<file path="src/rtl/ym_bus_if.sv">
// ============================================================================
// Module   : ym_bus_if
// Brief    : Z80-side host bus interface for a YM-style FM chip. Synchronises
//            the asynchronous bus strobes into PHI_S, latches per-bank register
//            addresses, issues one-cycle register write pulses toward the FM
//            stage, tracks the write-busy window and returns status reads.
// Revision : 1.0 - initial release
// ============================================================================
`default_nettype none

module ym_bus_if #(
    parameter int BUSY_CYCLES = 32
) (
    input  logic       PHI_S,
    input  logic       nRESET,
    input  logic       nCS,
    input  logic       nWR,
    input  logic       nRD,
    input  logic [1:0] A,
    input  logic [7:0] DIN,
    output logic [7:0] DOUT,
    output logic       DOUT_EN,
    input  logic [1:0] TFLAG,
    output logic       REG_WE,
    output logic       REG_BANK,
    output logic [7:0] REG_ADDR,
    output logic [7:0] REG_DATA,
    output logic       BUSY
);

    // Bus bundle layout: {nCS, nWR, nRD, A[1:0], DIN[7:0]}; idle = strobes high.
    localparam logic [12:0] c_BUS_IDLE  = {3'b111, 2'b00, 8'h00};
    localparam logic [7:0]  c_BUSY_LOAD = 8'(BUSY_CYCLES - 1);

    logic [12:0] r_bus_meta;
    logic [12:0] r_bus_sync;
    logic        r_nwr_prev;

    logic [7:0]  r_addr_latch [0:1];
    logic [1:0]  r_addr_valid;

    logic        r_reg_we;
    logic        r_reg_bank;
    logic [7:0]  r_reg_addr;
    logic [7:0]  r_reg_data;
    logic        r_busy;
    logic [7:0]  r_busy_cnt;
    logic [7:0]  r_dout;
    logic        r_dout_en;

    logic        w_sync_ncs;
    logic        w_sync_nwr;
    logic        w_sync_nrd;
    logic [1:0]  w_sync_a;
    logic [7:0]  w_sync_din;
    logic        w_wr_event;
    logic        w_addr_wr;
    logic        w_data_wr;

    assign w_sync_ncs = r_bus_sync[12];
    assign w_sync_nwr = r_bus_sync[11];
    assign w_sync_nrd = r_bus_sync[10];
    assign w_sync_a   = r_bus_sync[9:8];
    assign w_sync_din = r_bus_sync[7:0];

    // A write is the falling edge of the synchronised nWR while chip-selected;
    // holding nWR low therefore produces only one event.
    assign w_wr_event = !w_sync_nwr && r_nwr_prev && !w_sync_ncs;
    assign w_addr_wr  = w_wr_event && !w_sync_a[0];
    assign w_data_wr  = w_wr_event && w_sync_a[0] && !r_busy && r_addr_valid[w_sync_a[1]];

    // Two-flop synchroniser for all bus inputs plus previous-cycle nWR for edge detect.
    always_ff @(posedge PHI_S or negedge nRESET) begin
        if (!nRESET) begin
            r_bus_meta <= c_BUS_IDLE;
            r_bus_sync <= c_BUS_IDLE;
            r_nwr_prev <= 1'b1;
        end else begin
            r_bus_meta <= {nCS, nWR, nRD, A, DIN};
            r_bus_sync <= r_bus_meta;
            r_nwr_prev <= w_sync_nwr;
        end
    end

    // Per-bank address latch; address writes are taken even while busy.
    always_ff @(posedge PHI_S or negedge nRESET) begin
        if (!nRESET) begin
            r_addr_latch[0] <= 8'h00;
            r_addr_latch[1] <= 8'h00;
            r_addr_valid    <= 2'b00;
        end else if (w_addr_wr) begin
            r_addr_latch[w_sync_a[1]] <= w_sync_din;
            r_addr_valid[w_sync_a[1]] <= 1'b1;
        end
    end

    // Accepted data write: one-cycle strobe, bank/addr/data held until the next one.
    always_ff @(posedge PHI_S or negedge nRESET) begin
        if (!nRESET) begin
            r_reg_we   <= 1'b0;
            r_reg_bank <= 1'b0;
            r_reg_addr <= 8'h00;
            r_reg_data <= 8'h00;
        end else begin
            r_reg_we <= w_data_wr;
            if (w_data_wr) begin
                r_reg_bank <= w_sync_a[1];
                r_reg_addr <= r_addr_latch[w_sync_a[1]];
                r_reg_data <= w_sync_din;
            end
        end
    end

    // Busy window: set with the strobe, released when the down-counter expires at zero.
    always_ff @(posedge PHI_S or negedge nRESET) begin
        if (!nRESET) begin
            r_busy     <= 1'b0;
            r_busy_cnt <= 8'h00;
        end else if (w_data_wr) begin
            r_busy     <= 1'b1;
            r_busy_cnt <= c_BUSY_LOAD;
        end else if (r_busy) begin
            if (r_busy_cnt == 8'h00) begin
                r_busy <= 1'b0;
            end else begin
                r_busy_cnt <= r_busy_cnt - 8'd1;
            end
        end
    end

    // Status read path: status byte on the address port, zero on the data port.
    always_ff @(posedge PHI_S or negedge nRESET) begin
        if (!nRESET) begin
            r_dout    <= 8'h00;
            r_dout_en <= 1'b0;
        end else begin
            r_dout    <= w_sync_a[0] ? 8'h00 : {r_busy, 5'b00000, TFLAG};
            r_dout_en <= !w_sync_ncs && !w_sync_nrd;
        end
    end

    assign DOUT     = r_dout;
    assign DOUT_EN  = r_dout_en;
    assign REG_WE   = r_reg_we;
    assign REG_BANK = r_reg_bank;
    assign REG_ADDR = r_reg_addr;
    assign REG_DATA = r_reg_data;
    assign BUSY     = r_busy;

endmodule

`default_nettype wire

</file>
<file path="config.mk">
export PLATFORM = sky130hd
export DESIGN_NAME = ym_bus_if
export DESIGN_NICKNAME = d
export VERILOG_FILES = /design/src/rtl/ym_bus_if.sv
export SDC_FILE = /design/constraint.sdc
export NUM_CORES = 1
export LEC_CHECK = 0
export ABC_AREA = 1
export CAP_MARGIN = 20
export CORE_UTILIZATION = 56
export CTS_CLUSTER_SIZE = 24
export DETAILED_ROUTE_END_ITERATION = 8
export PLACE_DENSITY = 0.83
export SLEW_MARGIN = 30
export SYNTH_ARGS = -nofsm -noshare
export SYNTH_HDL_FRONTEND = slang
export SYNTH_SLANG_ARGS = --single-unit
</file>
<file path="constraint.sdc">
create_clock -name PHI_S -period 3.8 [get_ports PHI_S]
set_clock_uncertainty 0.15 [all_clocks]
set_input_delay 0.76 -clock PHI_S [delete_from_list [all_inputs] [get_ports PHI_S]]
set_output_delay 0.76 -clock PHI_S [all_outputs]
set_load 0.005 [all_outputs]
</file>
==> key figures, run 1 <==
Outcome
  – Outcome: finished clean

Cells and area
  – Area Overhead vs Synth: 20.8%
  – Share of cells above drive strength 1: 0.132
  – Fill count: 340
  – Fin nets: roughly 320
  – Most common cell after layout, fill and taps aside: dfrtp_1
  – Multi-input logic area: 748 um2
  – Register area: 1910 um2
  – Antenna cell count: 0
  – Final instance area: 3410 um2
  – Post-Layout Cell Count: 378
  – Util after Layout: 0.713
  – Most frequent cells in the layout: dfrtp_1, nand2_1, clkdlybuf4s50_1, o21ai_0, inv_1

Hold path
  – Hold/Removal Path Class: flip-flop to flip-flop
  – Hold worst-path end: r_bus_sync[2]
  – Min-Delay Startpoint: r_bus_meta[2]
  – Hold depth: 0

Drt
  – DRT iter0 DRCs: 163
  – DRC viols: 0
  – Vias post-DR: 1,866
  – Metal3 WL: 247 um
  – Max layer used: met4
  – Met2 routed WL: 2290 um
  – Routed WL per cell: 12.7 um
  – WL final: 4780 um
  – DR vias/cell: 4.94
  – WL met1: 2200 um
  – Drt first pass iters: 4
  – Antenna viol nets, final: 0

Critical path
  – Crit Reg-Reg Startpoint: r_bus_sync[9]
  – Worst R2R End: REG_ADDR[4]
  – WP data required: 3.88 ns
  – Startpoint Class: flip-flop
  – Critical path class: flip-flop to flip-flop
  – Largest fanout on the critical path: 40
  – Register-to-Register Path Depth: 6
  – Worst setup EP type: flip-flop
  – FF-to-FF setup slack: 1.58 ns
  – Crit path DAT: 2.30 ns

Yosys
  – Post-Synthesis Cells: 264
  – Sequential fraction of the synthesis area: 0.676
  – Top FF cell, synth: dfrtp_1
  – Synth Warn #: 0
  – Synth Area in Compound Gates: 0.0824
  – Syn Std Cell Area: roughly 2800 um2
  – Post-synth EDFFs: 0
  – Post-synthesis adder-cell area fraction: 0.00443
  – Post-synthesis xor/xnor area fraction: 0.00310
  – Mean Syn Cell Area: 10.7 um2
  – Simple-gate area share of the yosys netlist: 0.168
  – Distinct cells, synth: 27
  – Largest family of logic cells by synthesized area: simple AND/OR/NAND/NOR gates
  – Yosys reg bits: 76
  – Ys async rst share: 1.00
  – Post-synthesis mux area share: 0

Placed design
  – Detailed placer's ending HPWL: 3130 um
  – Cell total after placement: 362
  – # port buffers: 39
  – Placer Congestion: between 0.7 and 0.8
  – Post-DP Area: 3220 um2

Die
  – I/O Pins: 45
  – Die ar.: ~5300 um2
  – Die Ht: between 70 and 80 um
  – Core area: 4790 um2
  – Row count: 25
  – DIE WIDTH: around 73 um
  – Initial Util: 0.590

Clocking
  – Worst-path clk slew: 0.08 ns
  – Cts repair resizes: 0
  – Root Buffer: clkbuf_8
  – Cts hold-fix bufs: 0
  – Cts bufs inserted: 9
  – Clk_lat worst skew: 0.34 ns
  – Number of clock sinks: between 70 and 80
  – Setup Buffers After CTS: 0
  – Clk buf depth: 2
  – H-tree Lvls: 3
  – TritonCTS clock tree: done

Timing
  – Setup Viol. Count Final: 0
  – Final Critical Period: 2.22 ns
  – Period utilisation layout: 0.584
  – Rel. slew slack: 0.540
  – Setup TNS: 0 ns
  – Max Freq: 451 MHz
  – Final Hold Viols: 0
  – Worst Tran Pin Value: about 0.69 ns
  – RSZ-0062 raised after global routing: no
  – Final Hold Slack: around 0.20 ns
  – Final Max Slew Viols: 0

GRT
  – Vias in the first global route: about 1,800
  – Initial antenna violation count: 0
  – First-pass GRT wire length: 8250 um
  – Largest net degree at the start of global routing: 77
  – Total GRT Usage: 0.212
  – Global route overflow: 0

Job
  – Max-cap violations: 0

Pwr
  – Maximum vdd drop: ~0.42 mV
  – Cell leakage power: around 1.7 nW
  – Pwr Density: 672 nW/um2
## layout make-up
class,instances,area share
clock buffers,11,0.0385
clock inverters,5,0.0154
inverters,25,0.0275
multi-input cells,155,0.219
flip-flops and latches,76,0.560
well taps,67,0.0246
repair buffers,39,0.115
## critical path: stages (launching register included)
cell and delay [ns]:
dfrtp_1 0.53, nor2_1 0.16, nor2_1 0.06, nand2_2 0.51, clkinv_1 0.42, o211ai_1 0.19
nand2_1 0.08
## per-stage QoR
| stage | setup slack, ns | power [mW] |
|---|---|---|
| after floorplan | 2.36 | 1.44 |
| after global placement | 1.67 | 1.71 |
| after detailed placement | 1.56 | 1.73 |
| after CTS | 1.55 | 2.31 |
| after global routing | 1.31 | 2.46 |
| final | 1.58 | 2.29 |
## sequential cells by signal (all words and copies together), names as in the netlist
signal        count
r_addr_latch     16
r_bus_meta       13
r_bus_sync       13
REG_ADDR          8
REG_DATA          8
r_busy_cnt        8
DOUT              3
r_addr_valid      2
BUSY              1
DOUT_EN           1
REG_BANK          1
REG_WE            1
r_nwr_prev        1
## worst max path at each step
| stage | slack (ns) | from | endpoint | cells past startpoint |
|---|---|---|---|---|
| global route | 1.31 | r_bus_sync[9] | REG_ADDR[3] | 6 |
| CTS | 1.55 | r_bus_sync[9] | REG_ADDR[4] | 6 |
| global placement | 1.67 | r_bus_sync[9] | REG_ADDR[7] | 6 |
| detailed placement | 1.56 | r_bus_sync[9] | REG_ADDR[4] | 6 |
| floorplan | 2.36 | r_busy_cnt[0] | r_busy_cnt[3] | 7 |
| finish | 1.58 | r_bus_sync[9] | REG_ADDR[4] | 6 |
## cells in the mapped netlist (2+ instances only)
cell type  number  share of area
inv_1          22          0.029
dfrtp_1        69           0.61
nand2_2         4         0.0089
or2_2           8          0.018
nor2_2          2         0.0044
nand2_1        65          0.086
o21ai_1         3         0.0053
buf_6           2         0.0080
o211ai_1        8          0.021
buf_4           6          0.016
nor2_1         14          0.019
inv_2           2         0.0027
nand3_1        10          0.018
buf_2           3         0.0053
o21ai_0        25          0.044
dfstp_2         7          0.065
nand4_1         4         0.0089
## power by group
group          internal, mW  switching (mW)
combinational         0.313           0.295
sequential            0.993           0.122
clock                 0.300           0.270
## per-layer routing
metal / GRT usage / up-vias
met1: 0.281 / 896
met5: 0 / -
met4: 0.102 / 0
li1: - / 914
met2: 0.324 / 52
met3: 0.0608 / 4
## cells by family (layout without fill, tap and decap cells)
logic type	count (synthesis)	after routing
xor gates and xnor gates	1	1
buffers and inverters	37	80
and+or+nand+nor	109	109
other	1	5
DFF	76	76
AOI/OAI and AO/OA	39	39
adders and majority gates	1	1
No activity file was read; power rests on OpenSTA's default activity.
==> inputs of run 2 (changes only) <==
CORE_UTILIZATION = 52   (was 56)
PLACE_DENSITY = 0.78   (was 0.83)
clock period = 2.3 ns   (was 3.8 ns; I/O delays follow)
==> run 2 against run 1 <==
Design area is 1.7% higher. Combinational power is 64% higher. Hold slack is essentially flat. Global-route usage decreased by 2.8 points. Flip-flop and latch count unchanged. Sequential share of layout area is 0.93 points lower.
==> key figures, run 2 (same netlist as run 1, synthesis figures left out) <==
Outcome
  – Outcome: finished clean

Die
  – Die ar.: 5730 um2 (+7.5%)
  – Core area: 5170 um2 (+8.1%)
  – I/O Pins: 45 (unchanged)
  – Initial Util: 0.546 (-0.0441)
  – Die Ht: 75.7 um (+3.7%)
  – Row count: 26 (+4.0%)
  – DIE WIDTH: 75.7 um (+3.7%)

GRT
  – Initial antenna violation count: 0 (unchanged)
  – First-pass GRT wire length: 7560 um (-8.3%)
  – Total GRT Usage: 0.185 (-0.0276)
  – Largest net degree at the start of global routing: 42 (-45%)
  – Global route overflow: 0 (unchanged)
  – Vias in the first global route: 1,729 (-5.1%)

Cells and area
  – Post-Layout Cell Count: 386 (+2.1%)
  – Final instance area: 3470 um2 (+1.7%)
  – Top Registers: r_addr_latch (16), r_bus_meta (13), r_bus_sync (13)
  – Share of cells above drive strength 1: 0.149 (+0.0169)
  – Most frequent cells in the layout: dfrtp_1, nand2_1, clkdlybuf4s50_1, o21ai_0, inv_1
  – Max reg flops: 16 (unchanged)
  – Most common cell after layout, fill and taps aside: dfrtp_1
  – Antenna cell count: 0 (unchanged)
  – Fin nets: 329 (+1.5%)
  – Reg with most FFs: r_addr_latch
  – Area Overhead vs Synth: 22.8%
  – Fill count: 385 (+13%)

Drt
  – DRC viols: 0 (unchanged)
  – WL final: 4740 um (-1.0%)
  – Antenna viol nets, final: 0 (unchanged)
  – Routed WL per cell: 12.3 um (-3.1%)
  – DRT iter0 DRCs: 85 (-48%)
  – DR vias/cell: 4.86 (-1.5%)
  – Drt first pass iters: 4 (unchanged)
  – Vias post-DR: 1,877 (+0.59%)

Hold path
  – Hold/Removal Path Class: flip-flop to flip-flop

Clocking
  – Cts bufs inserted: 9 (unchanged)
  – H-tree Lvls: 3 (unchanged)
  – Root Buffer: clkbuf_8
  – Clk_lat worst skew: 0.34 ns (about the same)
  – Clk buf depth: 2 (unchanged)
  – Number of clock sinks: 76 (unchanged)
  – Worst-path clk slew: 0.07 ns (about the same)
  – TritonCTS clock tree: done
  – Setup Buffers After CTS: 0 (unchanged)

Critical path
  – Startpoint Class: flip-flop
  – Crit path DAT: 1.31 ns (-0.99 ns)
  – Critical path class: flip-flop to primary output
  – CP peak stage delay: 0.53 ns (about the same)
  – Largest fanout on the critical path: 3 (-93%)
  – Slowest CP cell: clkdlybuf4s50_1
  – Largest delay share family, worst path: buffers and inverters
  – Crit path cell chain: clkdlybuf4s50_1
  – Worst setup EP type: primary output
  – Worst path bufs/invs: 1 (unchanged)
  – WP data required: 1.69 ns (-2.19 ns)

Timing
  – Setup Viol. Count Final: 0 (unchanged)
  – RSZ-0062 raised after global routing: no
  – Setup TNS: 0 ns (unchanged)
  – Final Critical Period: 1.92 ns
  – Final Hold Viols: 0 (unchanged)
  – Max Freq: 520 MHz
  – Final Max Slew Viols: 0 (unchanged)
  – Period utilisation layout: 0.837

Pwr
  – Cell leakage power: 1.69 nW (+2.3%)
  – Maximum vdd drop: 0.665 mV (+59%)
  – Pwr Density: 1110 nW/um2 (+65%)

Placed design
  – Detailed placer's ending HPWL: 3180 um (+1.4%)
  – Cell total after placement: 369 (+1.9%)
  – Placer Congestion: 0.841 (+13%)
  – # port buffers: 39 (unchanged)
  – Post-DP Area: 3260 um2 (+1.0%)

Job
  – Max-cap violations: 0 (unchanged)
run 2: cell types whose count changed in the layout (fill, tap and decap cells not counted), sizes merged:
cell | before | now
clkinvlp | 1 | 0
buf | 1 | 5
dlygate4sd3 | 0 | 1
clkinv | 4 | 5
run 2: report_power, final:
| part | internal, mW | leakage [nW] | switching, mW |
|---|---|---|---|
| combinational | 0.523 | 0.653 | 0.481 |
| clock | 0.553 | 0.109 | 0.464 |
| sequential | 1.64 | 0.928 | 0.195 |
run 2: per-layer routing:
layer,vias to the layer above,GRT usage,part of all wire
met5,-,0,0
met4,0,0.0741,0.014
met3,6,0.0622,0.047
met2,40,0.285,0.48
met1,908,0.243,0.46
li1,923,-,-
run 2: what timing repair did:
action / in CTS / in global routing
resized for setup: 0 / 0
endpoints found under the hold margin: 34 / 0
hold buffers: 1 / 0
run 2: layout make-up:
cell class                      instances  area [um2]  area share
Sequential cell                        76        1910       0.551
Clock buffer                           11         151      0.0436
Multi-Input combinational cell        155         748       0.216
Tap cell                               70        87.6      0.0252
Clock inverter                          5        50.0      0.0144
Inverter                               25        93.8      0.0270
Timing Repair Buffer                   44         428       0.123
run 2: final timing paths:
check,from,end,slack [ns],cells after the start
max,BUSY,BUSY,0.38,1
max in group asynchronous,nRESET,r_bus_meta[10],0.87,3
min reg2reg,r_bus_meta[7],r_bus_sync[7],0.20,0
max reg2reg,r_bus_sync[9],REG_ADDR[5],0.50,6
min in group asynchronous,nRESET,REG_ADDR[2],0.47,2
min,r_bus_meta[7],r_bus_sync[7],0.20,0
run 2: metrics by stage:
stage | util | total power, mW | hold slack (ns) | setup slack, ns
3_5_place_dp | 0.630 | 2.87 | 0.185 | 0.489
6_report | 0.671 | 3.86 | 0.199 | 0.376
3_3_place_gp | 0.630 | 2.83 | 0.182 | 0.576
2_1_floorplan | - | 2.38 | 0.0144 | 0.858
5_1_grt | 0.671 | 4.11 | 0.212 | 0.304
4_1_cts | 0.671 | 3.89 | 0.201 | 0.359
==> inputs of run 3 (changes only) <==
CORE_UTILIZATION = 47   (was 52)
PLACE_DENSITY = 0.74   (was 0.78)
clock period = 1.7 ns   (was 2.3 ns; I/O delays follow)
==> run 3 against run 2 <==
Global-route usage shrank 0.91 points. Worst setup slack lost 0.35 ns. Cell count grew 3.1%. Power grew 43%. Sequential share of layout area shrank 2.3 points. Critical endpoint is now REG_ADDR[5].
==> key figures, run 3 (same netlist as run 1, synthesis figures left out) <==
Clocking
  – TritonCTS clock tree: done
  – Worst-path clk slew: 0.08 ns (about the same)
  – Clk_lat worst skew: 0.34 ns (about the same)
  – H-tree Lvls: 3 (unchanged)
  – Cts bufs inserted: 9 (unchanged)
  – Number of clock sinks: 76 (unchanged)
  – Clk buf depth: 2 (unchanged)
  – Root Buffer: clkbuf_8

GRT
  – Vias in the first global route: 1,830 (+5.8%)
  – Grt met1 use: 0.232 (-0.0116)
  – M2 GR Usage: 0.274 (-0.0104)
  – First-pass GRT wire length: 8300 um (+9.8%)
  – Initial antenna violation count: 0 (unchanged)
  – Global route overflow: 0 (unchanged)
  – Total GRT Usage: 0.176 (-0.00905)
  – GRT busiest layer: met2
  – Largest net degree at the start of global routing: 31 (-26%)
  – M3 GR Usage: 0.0343 (-0.0279)

Die
  – Core area: 5640 um2 (+9.1%)
  – I/O Pins: 45 (unchanged)
  – Initial Util: 0.501 (-0.0454)
  – Die ar.: 6330 um2 (+10%)
  – Die Ht: 79.5 um (+5.0%)
  – DIE WIDTH: 79.5 um (+5.0%)
  – Row count: 27 (+3.8%)

Drt
  – Vias post-DR: 1,920 (+2.3%)
  – DRC viols: 0 (unchanged)
  – Routed WL per cell: 12.3 um (+0.61%)
  – DRT iter0 DRCs: 91 (+7.1%)
  – DR vias/cell: 4.82 (-0.79%)
  – Antenna viol nets, final: 0 (unchanged)
  – WL final: 4910 um (+3.7%)
  – Drt first pass iters: 4 (unchanged)

Pwr
  – Pwr Density: 1530 nW/um2 (+37%)
  – Cell leakage power: 1.89 nW (+12%)
  – Maximum vdd drop: 0.875 mV (+32%)
  – Design Power: 5.53 mW (+43%)

Cells and area
  – Area Overhead vs Synth: 28.2%
  – Antenna cell count: 0 (unchanged)
  – Util after Layout: 0.642 (-0.0290)
  – Most common cell after layout, fill and taps aside: dfrtp_1
  – Top Registers: r_addr_latch (16), r_bus_meta (13), r_bus_sync (13)
  – Fill count: 456 (+18%)
  – Fin nets: 339 (+3.0%)
  – Max reg flops: 16 (unchanged)
  – Reg with most FFs: r_addr_latch
  – Most frequent cells in the layout: dfrtp_1, nand2_1, o21ai_0, clkdlybuf4s50_1, inv_1
  – Share of cells above drive strength 1: 0.175 (+0.0261)

Critical path
  – Critical path class: flip-flop to primary output
  – Worst setup EP type: primary output
  – Critical path launch point: REG_ADDR[5]
  – Crit path DAT: 1.18 ns (-0.13 ns)
  – Largest fanout on the critical path: 2 (-1)
  – Worst path bufs/invs: 1 (unchanged)
  – Register-to-Register Path Depth: 7 (+1)
  – Startpoint Class: flip-flop
  – WP data required: 1.21 ns (-0.48 ns)
  – Slowest CP cell: clkdlybuf4s50_1
  – Largest delay share family, worst path: buffers and inverters
  – CP peak stage delay: 0.50 ns (-0.03 ns)
  – Worst path depth: 1 (unchanged)
  – Crit path cell chain: clkdlybuf4s50_1
  – Crit Reg-Reg Startpoint: r_busy_cnt[0]

Timing
  – Setup TNS: 0 ns (unchanged)
  – Worst Slack Setup Final: 0.0280 ns (-0.348 ns)
  – Final Max Slew Viols: 0 (unchanged)
  – Final Critical Period: 1.67 ns
  – Max Freq: 598 MHz
  – Final Hold Viols: 0 (unchanged)
  – Period utilisation layout: 0.984
  – RSZ-0062 raised after global routing: yes
  – Setup Viol. Count Final: 0 (unchanged)

Placed design
  – Placer Congestion: 0.820 (-2.4%)
  – # port buffers: 39 (unchanged)
  – Place WS: 0.0408 ns (-0.448 ns)
  – Detailed placer's ending HPWL: 3250 um (+2.3%)

Hold path
  – Min-Delay Startpoint: r_bus_meta[3]
  – Hold/Removal Path Class: flip-flop to flip-flop
  – Hold depth: 0 (unchanged)

Outcome
  – Outcome: finished clean

Job
  – Max-cap violations: 0 (unchanged)
run 3: cell count changes in the layout (fill, tap and decap cells not counted), moves of 2 or more:
cell	change
clkdlybuf4s50_1	-15
buf_4	+8
dlymetal6s2s_1	+8
dlygate4sd2_1	+7
clkinv_2	-3
bufinv_16	+2
clkbuf_8	-2
clkinvlp_4	+2
run 3: where the power goes:
group	switching [mW]	total, mW	internal [mW]
Sequential	0.250	2.47	2.22
Combinational	0.708	1.43	0.725
Clock	0.649	1.63	0.979
run 3: what timing repair did:
item,CTS,global route
resized for setup,7,12
gates cloned,0,0
endpoints found under the hold margin,24,0
hold buffers,1,0
pin swaps,0,1
setup endpoints to repair,9,25
setup buffers,4,3
run 3: layout make-up:
| cell class | count | area [um2] | share of cell area |
|---|---|---|---|
| Clock buffer | 10 | 128 | 0.0352 |
| Multi-Input combinational cell | 155 | 753 | 0.208 |
| Clock inverter | 6 | 111 | 0.0308 |
| Tap cell | 72 | 90.1 | 0.0249 |
| Sequential cell | 76 | 1910 | 0.528 |
| Timing Repair Buffer | 54 | 531 | 0.147 |
| Inverter | 25 | 97.6 | 0.0270 |
run 3: final timing paths:
kind	endpoint	slack, ns
max in group asynchronous	r_addr_valid[0]	0.50
worst max register to register	r_busy_cnt[2]	0.10
min in group asynchronous	DOUT[0]	0.32
worst max-delay path	REG_ADDR[5]	0.03
worst min register to register	r_bus_sync[3]	0.20
worst min-delay path	r_bus_sync[3]	0.20
run 3: metal layers:
| layer | vias up | wire, um |
|---|---|---|
| met5 | - | 0 |
| met1 | 935 | 2320 |
| met4 | 0 | 89 |
| met2 | 35 | 2390 |
| met3 | 8 | 112 |
| li1 | 942 | - |
run 3: stage by stage:
stage / hold WS, ns / area (um2) / std cells
floorplan: -0.106 / 2840 / 268
global placement: 0.147 / 3300 / 374
detailed placement: 0.146 / 3300 / 374
CTS: 0.202 / 3570 / 395
global route: 0.211 / 3620 / 398
finish: 0.200 / 3620 / 398
